<file path="src/rtl/bcd_seg7_scanner.sv">
// Scans a latched 3-digit BCD word onto a common-anode 7-segment display.
// Leading-zero blanking, dash for non-BCD nibbles, and a per-frame pulse.
//
// state | meaning
// DIG0  | ones digit slot (an=1110)
// DIG1  | tens digit slot (an=1101)
// DIG2  | hundreds digit slot (an=1011)
module bcd_seg7_scanner #(
  parameter int REFRESH_DIV = 100000
) (
  input  logic        clk,
  input  logic        rst_n,
  input  logic [11:0] bcd_in,
  input  logic        load,
  input  logic        blank_lz,
  output logic [6:0]  seg,
  output logic        dp,
  output logic [3:0]  an,
  output logic        frame_done
);

  localparam int PCNT_W = $clog2(REFRESH_DIV);
  localparam logic [PCNT_W-1:0] PCNT_LAST = PCNT_W'(REFRESH_DIV - 1);

  typedef enum logic [1:0] {DIG0 = 2'd0, DIG1 = 2'd1, DIG2 = 2'd2} state_t;

  state_t            state, state_next;
  logic [11:0]       hold;
  logic [PCNT_W-1:0] pcnt;
  logic              tick;
  logic [3:0]        an_next;
  logic [6:0]        seg_next;
  logic              frame_done_next;
  logic [3:0]        nib;
  logic              blank;

  function automatic logic [6:0] seg_encode(input logic [3:0] n);
    case (n)
      4'd0:    seg_encode = 7'b1000000;
      4'd1:    seg_encode = 7'b1111001;
      4'd2:    seg_encode = 7'b0100100;
      4'd3:    seg_encode = 7'b0110000;
      4'd4:    seg_encode = 7'b0011001;
      4'd5:    seg_encode = 7'b0010010;
      4'd6:    seg_encode = 7'b0000010;
      4'd7:    seg_encode = 7'b1111000;
      4'd8:    seg_encode = 7'b0000000;
      4'd9:    seg_encode = 7'b0010000;
      default: seg_encode = 7'b0111111;
    endcase
  endfunction

  always_ff @(posedge clk or negedge rst_n) begin
    if (!rst_n) begin
      hold <= '0;
    end else if (load) begin
      hold <= bcd_in;
    end
  end

  always_ff @(posedge clk or negedge rst_n) begin
    if (!rst_n) begin
      pcnt <= '0;
    end else if (tick) begin
      pcnt <= '0;
    end else begin
      pcnt <= pcnt + 1'b1;
    end
  end

  assign tick = (pcnt == PCNT_LAST);

  always_ff @(posedge clk or negedge rst_n) begin
    if (!rst_n) begin
      state <= DIG0;
    end else begin
      state <= state_next;
    end
  end

  always_comb begin
    state_next = state;
    if (tick) begin
      case (state)
        DIG0:    state_next = DIG1;
        DIG1:    state_next = DIG2;
        default: state_next = DIG0;
      endcase
    end
  end

  // Zero nibbles are the only ones ever blanked, so a dash is never hidden.
  always_comb begin
    an_next  = 4'b1110;
    nib      = hold[3:0];
    blank    = 1'b0;
    case (state)
      DIG1: begin
        an_next = 4'b1101;
        nib     = hold[7:4];
        blank   = blank_lz && (hold[11:8] == 4'd0) && (hold[7:4] == 4'd0);
      end
      DIG2: begin
        an_next = 4'b1011;
        nib     = hold[11:8];
        blank   = blank_lz && (hold[11:8] == 4'd0);
      end
      default: begin
        an_next = 4'b1110;
        nib     = hold[3:0];
        blank   = 1'b0;
      end
    endcase
    seg_next        = blank ? 7'b1111111 : seg_encode(nib);
    frame_done_next = tick && (state == DIG2);
  end

  always_ff @(posedge clk or negedge rst_n) begin
    if (!rst_n) begin
      an         <= 4'b1111;
      seg        <= 7'b1111111;
      frame_done <= 1'b0;
    end else begin
      an         <= an_next;
      seg        <= seg_next;
      frame_done <= frame_done_next;
    end
  end

  assign dp = 1'b1;

endmodule

</file>
<file path="config.mk">
export PLATFORM = sky130hd
export DESIGN_NAME = bcd_seg7_scanner
export DESIGN_NICKNAME = d
export VERILOG_FILES = /design/src/rtl/bcd_seg7_scanner.sv
export SDC_FILE = /design/constraint.sdc
export NUM_CORES = 1
export LEC_CHECK = 0
export CAP_MARGIN = 10
export CORE_MARGIN = 4
export CORE_UTILIZATION = 48
export CTS_CLUSTER_DIAMETER = 50
export CTS_CLUSTER_SIZE = 20
export DETAILED_ROUTE_END_ITERATION = 12
export GPL_TIMING_DRIVEN = 0
export PLACE_DENSITY = 0.85
export SYNTH_ARGS = -nofsm -noshare
export SYNTH_HDL_FRONTEND = slang
export SYNTH_SLANG_ARGS = --single-unit
</file>
<file path="constraint.sdc">
create_clock -name clk -period 1.9 [get_ports clk]
set_input_delay 0.475 -clock clk [delete_from_list [all_inputs] [get_ports clk]]
set_output_delay 0.475 -clock clk [all_outputs]
set_load 0.02 [all_outputs]
</file>
==> results.toml, run 1 <==
[global_route]
first_pass_grt_wire_length_um = 6127
grt_antenna_before_repair = 0
grt_pass1_vias = 1382
met3_track_usage_gr_pct = 4.208
global_route.peak_usage_layer = "met2"
grt.overflow.total = 0
groute.layer.met1.usage_pct = 19.08
grt_start_max_net_pins = 43
grt_use_met2_pct = 24.49
grtUsageTotal_pct = 15.38

[place]
detailedPlace.worstSlack_ns = -0.2258
numPlacedInstances = 244
gpl.final_weighted_congestion = 0.8158
portBuffers = 26
detailedPlacementHpwl_um = 2448

[cts]
cts_max_path_buffers = 2
tritoncts.num_buffers = 5
cts_max_level = 2
cts_tree = "yes"
cts_sinks = 42
clk-insertion-delay-late_ns = 0.29
clock_pin_slew_worst_setup_and_hold_paths_ns = 0.07
clock-root-buffer = "sky130_fd_sc_hd__clkbuf_8"

[drt]
total_wire_length_after_detailed_routing_um = 3770
detail-route-antenna-nets = 0
routed_wire_length_per_instance_um = 14.56
route.vias.total = 1372
drt_first_iter_violations = 99
via_per_inst = 5.297
detailedRoute.firstPassIterationCount = 4
drcViolationCount = 0

[finish]
synthesis_to_layout_area_growth_pct = 27.71
layout.nets = 234
postLayoutCoreUtil_pct = 65.58
stdcell_count = 259
layout-drive-gt1-share_pct = 27.49
diode_insertion_count_for_antenna_repair = 0
final.fill_count = 275

[timing]
timing_hold_violations_final = 0
worst_slack_ns = 0.03031
hold_ws_ns = 0.3089
unrepaired_setup_endpoints_after_global_routing = "yes"
timing.fmax_mhz = 534.8
clock-skew-final_ns = 0.003085
timing_worst_slew_pin_value_ns = 0.8994
slew_headroom_pct = 40.04
final_slew_viol_count = 0
final-setup-viol-count = 0
period_minus_slack_ns = 1.870
final_min_period_over_clock_period_pct = 98.40

[synth]
synth_xor_xnor_area_share_pct = 6.286
synth-adder-area-share_pct = 5.131
netlist_area_mm2 = 0.001951
synth-seq-cells = 42
synth-async-reset-ratio_pct = 100.0
synth.yosys.seq_area_share_pct = 54.52
mux_cell_area_share_after_synthesis_pct = 7.954
synth_compound_gate_area_share_pct = 6.799
synthSimpleGateAreaFrac_pct = 15.46
synth_enable_flop_cells = 0
synth_top_family_by_area = "simple AND/OR/NAND/NOR gates"
ys_dominant_reg_cell = "sky130_fd_sc_hd__dfrtp_1"
syn_avg_cell_area_um2 = 11.54
ys.warnings.count = 0
yosysUniqueCellTypes = 41
postSynthCellCount = 169

[worst_setup_path]
worstSetupEndpointType = "output pin"
worst_path_dominant_cell_family = "buffers and inverters"
timing.critical_path.buf_inv = 1
type_of_origin_of_the_critical_path = "register"
crit_path_top_delay_cell = "sky130_fd_sc_hd__clkdlybuf4s50_1"
slowest_delay_ns = 0.59
critical_path_peak_fanout = 1
cp_cell_sequence = "clkdlybuf4s50_1"
cp_data_required_time_ns = 1.42
cp.arrival_ns = 1.39
worstSetupPathType = "register to output pin"

[floorplanning]
core-area_mm2 = 0.003799
dieArea_mm2 = 0.005147
initial_core_util_pct = 51.35
die_y_um = 71.75
fp-row-count = 22
die_w_um = 71.75
boundaryPins = 29

[job]
maxCapViolations = 0

[status]
result_of_the_run = "complete, no violations"

[worst_hold_path]
min_path_type = "input pin to asynchronous set/reset pin"

[power_and_ir_drop]
worst_vdd_drop_mv = 0.4967
power.density_cell_area_mw_per_mm2 = 724.6
p_leak_uw = 0.001106
-- through the flow --
stage	power (µW)	instance area, µm²	setup TNS (ns)
global route	1877	2491	-0.04001
detailed placement	1248	2275	-1.340
finish	1805	2491	0
floorplan	1132	1959	0
global placement	1241	2280	-22.17
CTS	1798	2416	0
-- layout make-up --
type	instances	area (µm²)	area share, %
timing repair buffer	33	322.8	12.96
tap	48	60.06	2.411
multi-input combinational	114	880.8	35.36
clock buffer	8	80.08	3.214
sequential	42	1064	42.69
buffer	6	53.80	2.160
inverter	8	30.03	1.205
-- path summary, 6_finish.rpt --
| kind | cells past startpoint | slack (ns) | to | startpoint |
|---|---|---|---|---|
| worst max-delay path | 1 | 0.03 | seg[3] | seg[3] |
| worst min-delay path | 1 | 0.31 | pcnt[2] | rst_n |
| worst max register to register | 8 | 0.06 | seg[5] | state[1] |
| worst min register to register | 1 | 0.48 | pcnt[0] | pcnt[0] |
| max in group asynchronous | 1 | 1.04 | hold[3] | rst_n |
| min in group clk | 1 | 0.48 | pcnt[0] | pcnt[0] |
-- cells in the mapped netlist, drive strengths merged, types with 3 or more instances --
cell type,number,area (µm²)
nor2,18,67.56
nand3,6,30.03
xnor2,7,61.31
o21ai,5,28.77
dfstp,10,262.8
nand2,14,55.06
xor2,7,61.31
dfrtp,32,800.8
nand4,3,18.77
a21oi,3,18.77
ha,8,100.1
and2,3,18.77
mux2,12,135.1
buf,4,33.77
inv,8,30.03
and4,3,28.78
-- registers in the layout, indices dropped and copies added, names as in the netlist --
name,flops
hold,12
an,3
frame_done,1
pcnt,17
state,2
seg,7
-- what timing repair did --
item                                    CTS  global route
setup buffers                             4             3
pin swaps                                 1             6
hold buffers                              0             0
endpoints found under the setup margin    7            22
resized for setup                         7            19
-- power by group --
part,total [µW],internal (µW),switching [µW]
Sequential,990,960,30.2
Combinational,268,137,131
Clock,547,261,286
-- logic make-up (layout without fill, tap and decap cells) --
logic type,after synthesis,after routing
muxes,14,14
AOI/OAI and AO/OA,18,18
xor gates and xnor gates,14,14
other,1,2
adders and majority gates,8,8
DFF,42,42
and+or+nand+nor,58,58
buffers and inverters,14,55
-- cells in the final DEF, fill, tap and decap left out, types with 2 or more instances in the layout --
cell / instances
sky130_fd_sc_hd__a21oi_1: 2
sky130_fd_sc_hd__a22o_1: 2
sky130_fd_sc_hd__and2_1: 3
sky130_fd_sc_hd__and3_1: 2
sky130_fd_sc_hd__and4_1: 2
sky130_fd_sc_hd__buf_2: 2
sky130_fd_sc_hd__buf_4: 9
sky130_fd_sc_hd__buf_8: 2
sky130_fd_sc_hd__clkbuf_1: 3
sky130_fd_sc_hd__clkbuf_8: 5
sky130_fd_sc_hd__clkdlybuf4s50_1: 19
sky130_fd_sc_hd__conb_1: 2
sky130_fd_sc_hd__dfrtp_1: 32
sky130_fd_sc_hd__dfstp_2: 10
sky130_fd_sc_hd__dlymetal6s2s_1: 6
sky130_fd_sc_hd__ha_1: 4
sky130_fd_sc_hd__ha_2: 3
sky130_fd_sc_hd__inv_1: 5
sky130_fd_sc_hd__inv_2: 3
sky130_fd_sc_hd__mux2_2: 12
sky130_fd_sc_hd__nand2_1: 13
sky130_fd_sc_hd__nand3_1: 6
sky130_fd_sc_hd__nand4_1: 3
sky130_fd_sc_hd__nor2_1: 17
sky130_fd_sc_hd__nor4_1: 2
sky130_fd_sc_hd__o2111ai_1: 2
sky130_fd_sc_hd__o21ai_0: 2
sky130_fd_sc_hd__o21ai_1: 2
sky130_fd_sc_hd__xnor2_1: 7
sky130_fd_sc_hd__xor2_1: 7
-- metal layers --
layer  vias to the layer above  wire length, µm
met3                         6              159
met1                       670             1676
li1                        669                -
met5                         -                0
met4                         0               89
met2                        27             1845
Power figures use the tool's default switching activity.
==> inputs of run 2 (changes only) <==
Settings changed: GPL_ROUTABILITY_DRIVEN set to 1.
==> results of run 2 <==
Same layout as run 1: the final DEF is identical, and so are final timing and power.
==> inputs of run 3 (changes only) <==
Settings changed: CTS_BUF_LIST set to sky130_fd_sc_hd__clkbuf_4 sky130_fd_sc_hd__clkbuf_8 sky130_fd_sc_hd__clkbuf_16.
==> results.toml, run 3 (synthesis results as in run 1) <==
[worst_setup_path]
cp_cell_sequence = "clkdlybuf4s50_1"
worstSetupPathType = "register to output pin"
worst_path_dominant_cell_family = "buffers and inverters"
worstSetupEndpointType = "output pin"
timing.critical_path.buf_inv = 1
critical_path_peak_fanout = 1
crit_path_top_delay_cell = "sky130_fd_sc_hd__clkdlybuf4s50_1"
slowest_delay_ns = 0.59
cp.arrival_ns = 1.39
cp_data_required_time_ns = 1.42
type_of_origin_of_the_critical_path = "register"

[drt]
drt_first_iter_violations = 111
detailedRoute.firstPassIterationCount = 4
total_wire_length_after_detailed_routing_um = 3748
route.vias.total = 1380
detail-route-antenna-nets = 0
routed_wire_length_per_instance_um = 14.47
via_per_inst = 5.328
drcViolationCount = 0

[cts]
clk-insertion-delay-late_ns = 0.29
cts_sinks = 42
cts_tree = "yes"
clock-root-buffer = "sky130_fd_sc_hd__clkbuf_8"
clock_pin_slew_worst_setup_and_hold_paths_ns = 0.07
cts_max_level = 2
cts_max_path_buffers = 2
tritoncts.num_buffers = 5

[place]
detailedPlacementHpwl_um = 2448
gpl.final_weighted_congestion = 0.8158
detailedPlace.worstSlack_ns = -0.2258
placement.cell_area_mm2 = 0.002275
numPlacedInstances = 244
portBuffers = 26

[floorplanning]
core-area_mm2 = 0.003799
initial_core_util_pct = 51.35
fp-row-count = 22
boundaryPins = 29
die_y_um = 71.75
die_w_um = 71.75
dieArea_mm2 = 0.005147

[global_route]
grt_start_max_net_pins = 43
first_pass_grt_wire_length_um = 6134
grt_antenna_before_repair = 0
grt_pass1_vias = 1376
grt.overflow.total = 0
grtUsageTotal_pct = 15.41

[timing]
final-setup-viol-count = 0
slew_headroom_pct = 40.94
timing_worst_slew_pin_value_ns = 0.8858
timing_hold_violations_final = 0
worst_slack_ns = 0.03047
period_minus_slack_ns = 1.870
hold_ws_ns = 0.3026
clock-skew-final_ns = 0.003145
timing.fmax_mhz = 534.9
final_slew_viol_count = 0
unrepaired_setup_endpoints_after_global_routing = "yes"
final_min_period_over_clock_period_pct = 98.40

[finish]
diode_insertion_count_for_antenna_repair = 0
synthesis_to_layout_area_growth_pct = 28.29
finish.instance_area_mm2 = 0.002502
final_cell_mix = "sky130_fd_sc_hd__dfrtp_1 (32), sky130_fd_sc_hd__clkdlybuf4s50_1 (19), sky130_fd_sc_hd__nor2_1 (17), sky130_fd_sc_hd__nand2_1 (13), sky130_fd_sc_hd__mux2_2 (12)"
layout.nets = 234
stdcell_count = 259
commonest_non_fill_non_tap_cell_in_the_layout = "sky130_fd_sc_hd__dfrtp_1"
largestRegisters = "pcnt (17), hold (12), seg (7)"
biggest_register = "pcnt"
layout-drive-gt1-share_pct = 28.91
largest_register_ff_count = 17

[job]
maxCapViolations = 0

[worst_hold_path]
min_path_type = "input pin to asynchronous set/reset pin"

[power_and_ir_drop]
power.density_cell_area_mw_per_mm2 = 737.7
worst_vdd_drop_mv = 0.4971
p_leak_uw = 0.001116
power_uw = 1846

[status]
result_of_the_run = "complete, no violations"
-- run 3: cell types whose count changed in the layout (fill, tap and decap cells not counted) --
cell	previous run	this run
sky130_fd_sc_hd__clkbuf_1	3	0
sky130_fd_sc_hd__clkbuf_4	0	3
-- run 3: layout make-up --
class                   count  area (µm²)
clock buffers               8       91.34
multi-input cells         114       880.8
well taps                  48       60.06
repair buffers             33       322.8
fillers                   271        1296
inverters                   8       30.03
plain buffers               6       53.80
flip-flops and latches     42        1064
-- run 3: layer usage --
| layer | global-route usage [%] | routed length [µm] | up-vias | share of wire (%) |
|---|---|---|---|---|
| li1 | - | - | 667 | - |
| met1 | 19.26 | 1649 | 680 | 44 |
| met2 | 24.39 | 1846 | 27 | 49 |
| met3 | 4.208 | 166 | 6 | 4.4 |
| met4 | 7.933 | 86 | 0 | 2.3 |
| met5 | 0 | 0 | - | 0 |
-- run 3: metrics by stage --
| step | TNS, ns | utilization, % |
|---|---|---|
| 2_1_floorplan | 0 | - |
| 3_3_place_gp | -22.17 | 60.01 |
| 3_5_place_dp | -1.340 | 59.88 |
| 4_1_cts | 0 | 63.90 |
| 5_1_grt | -0.03924 | 65.88 |
| 6_report | 0 | 65.88 |
-- run 3: worst paths after layout --
check                      startpoint       to  slack, ns  depth (start not counted)
hold reg to reg               pcnt[0]  pcnt[0]       0.48                          1
hold / removal                  rst_n  pcnt[2]       0.30                          1
max in group asynchronous       rst_n  hold[3]       1.05                          1
setup / recovery               seg[3]   seg[3]       0.03                          1
min in group clk              pcnt[0]  pcnt[0]       0.48                          1
setup reg to reg             state[1]   seg[5]       0.06                          8
-- run 3: timing repair --
item / 4_1_cts / 5_1_grt
gates cloned: 0 / 0
resized for setup: 7 / 19
hold buffers: 0 / 0
pin swaps: 1 / 6
setup endpoints to repair: 7 / 22
setup buffers: 4 / 3
-- run 3: where the power goes --
| group | internal, µW | switching [µW] |
|---|---|---|
| Clock | 304 | 285 |
| Combinational | 137 | 130 |
| Sequential | 960 | 30.2 |
| Total | 1400 | 445 |
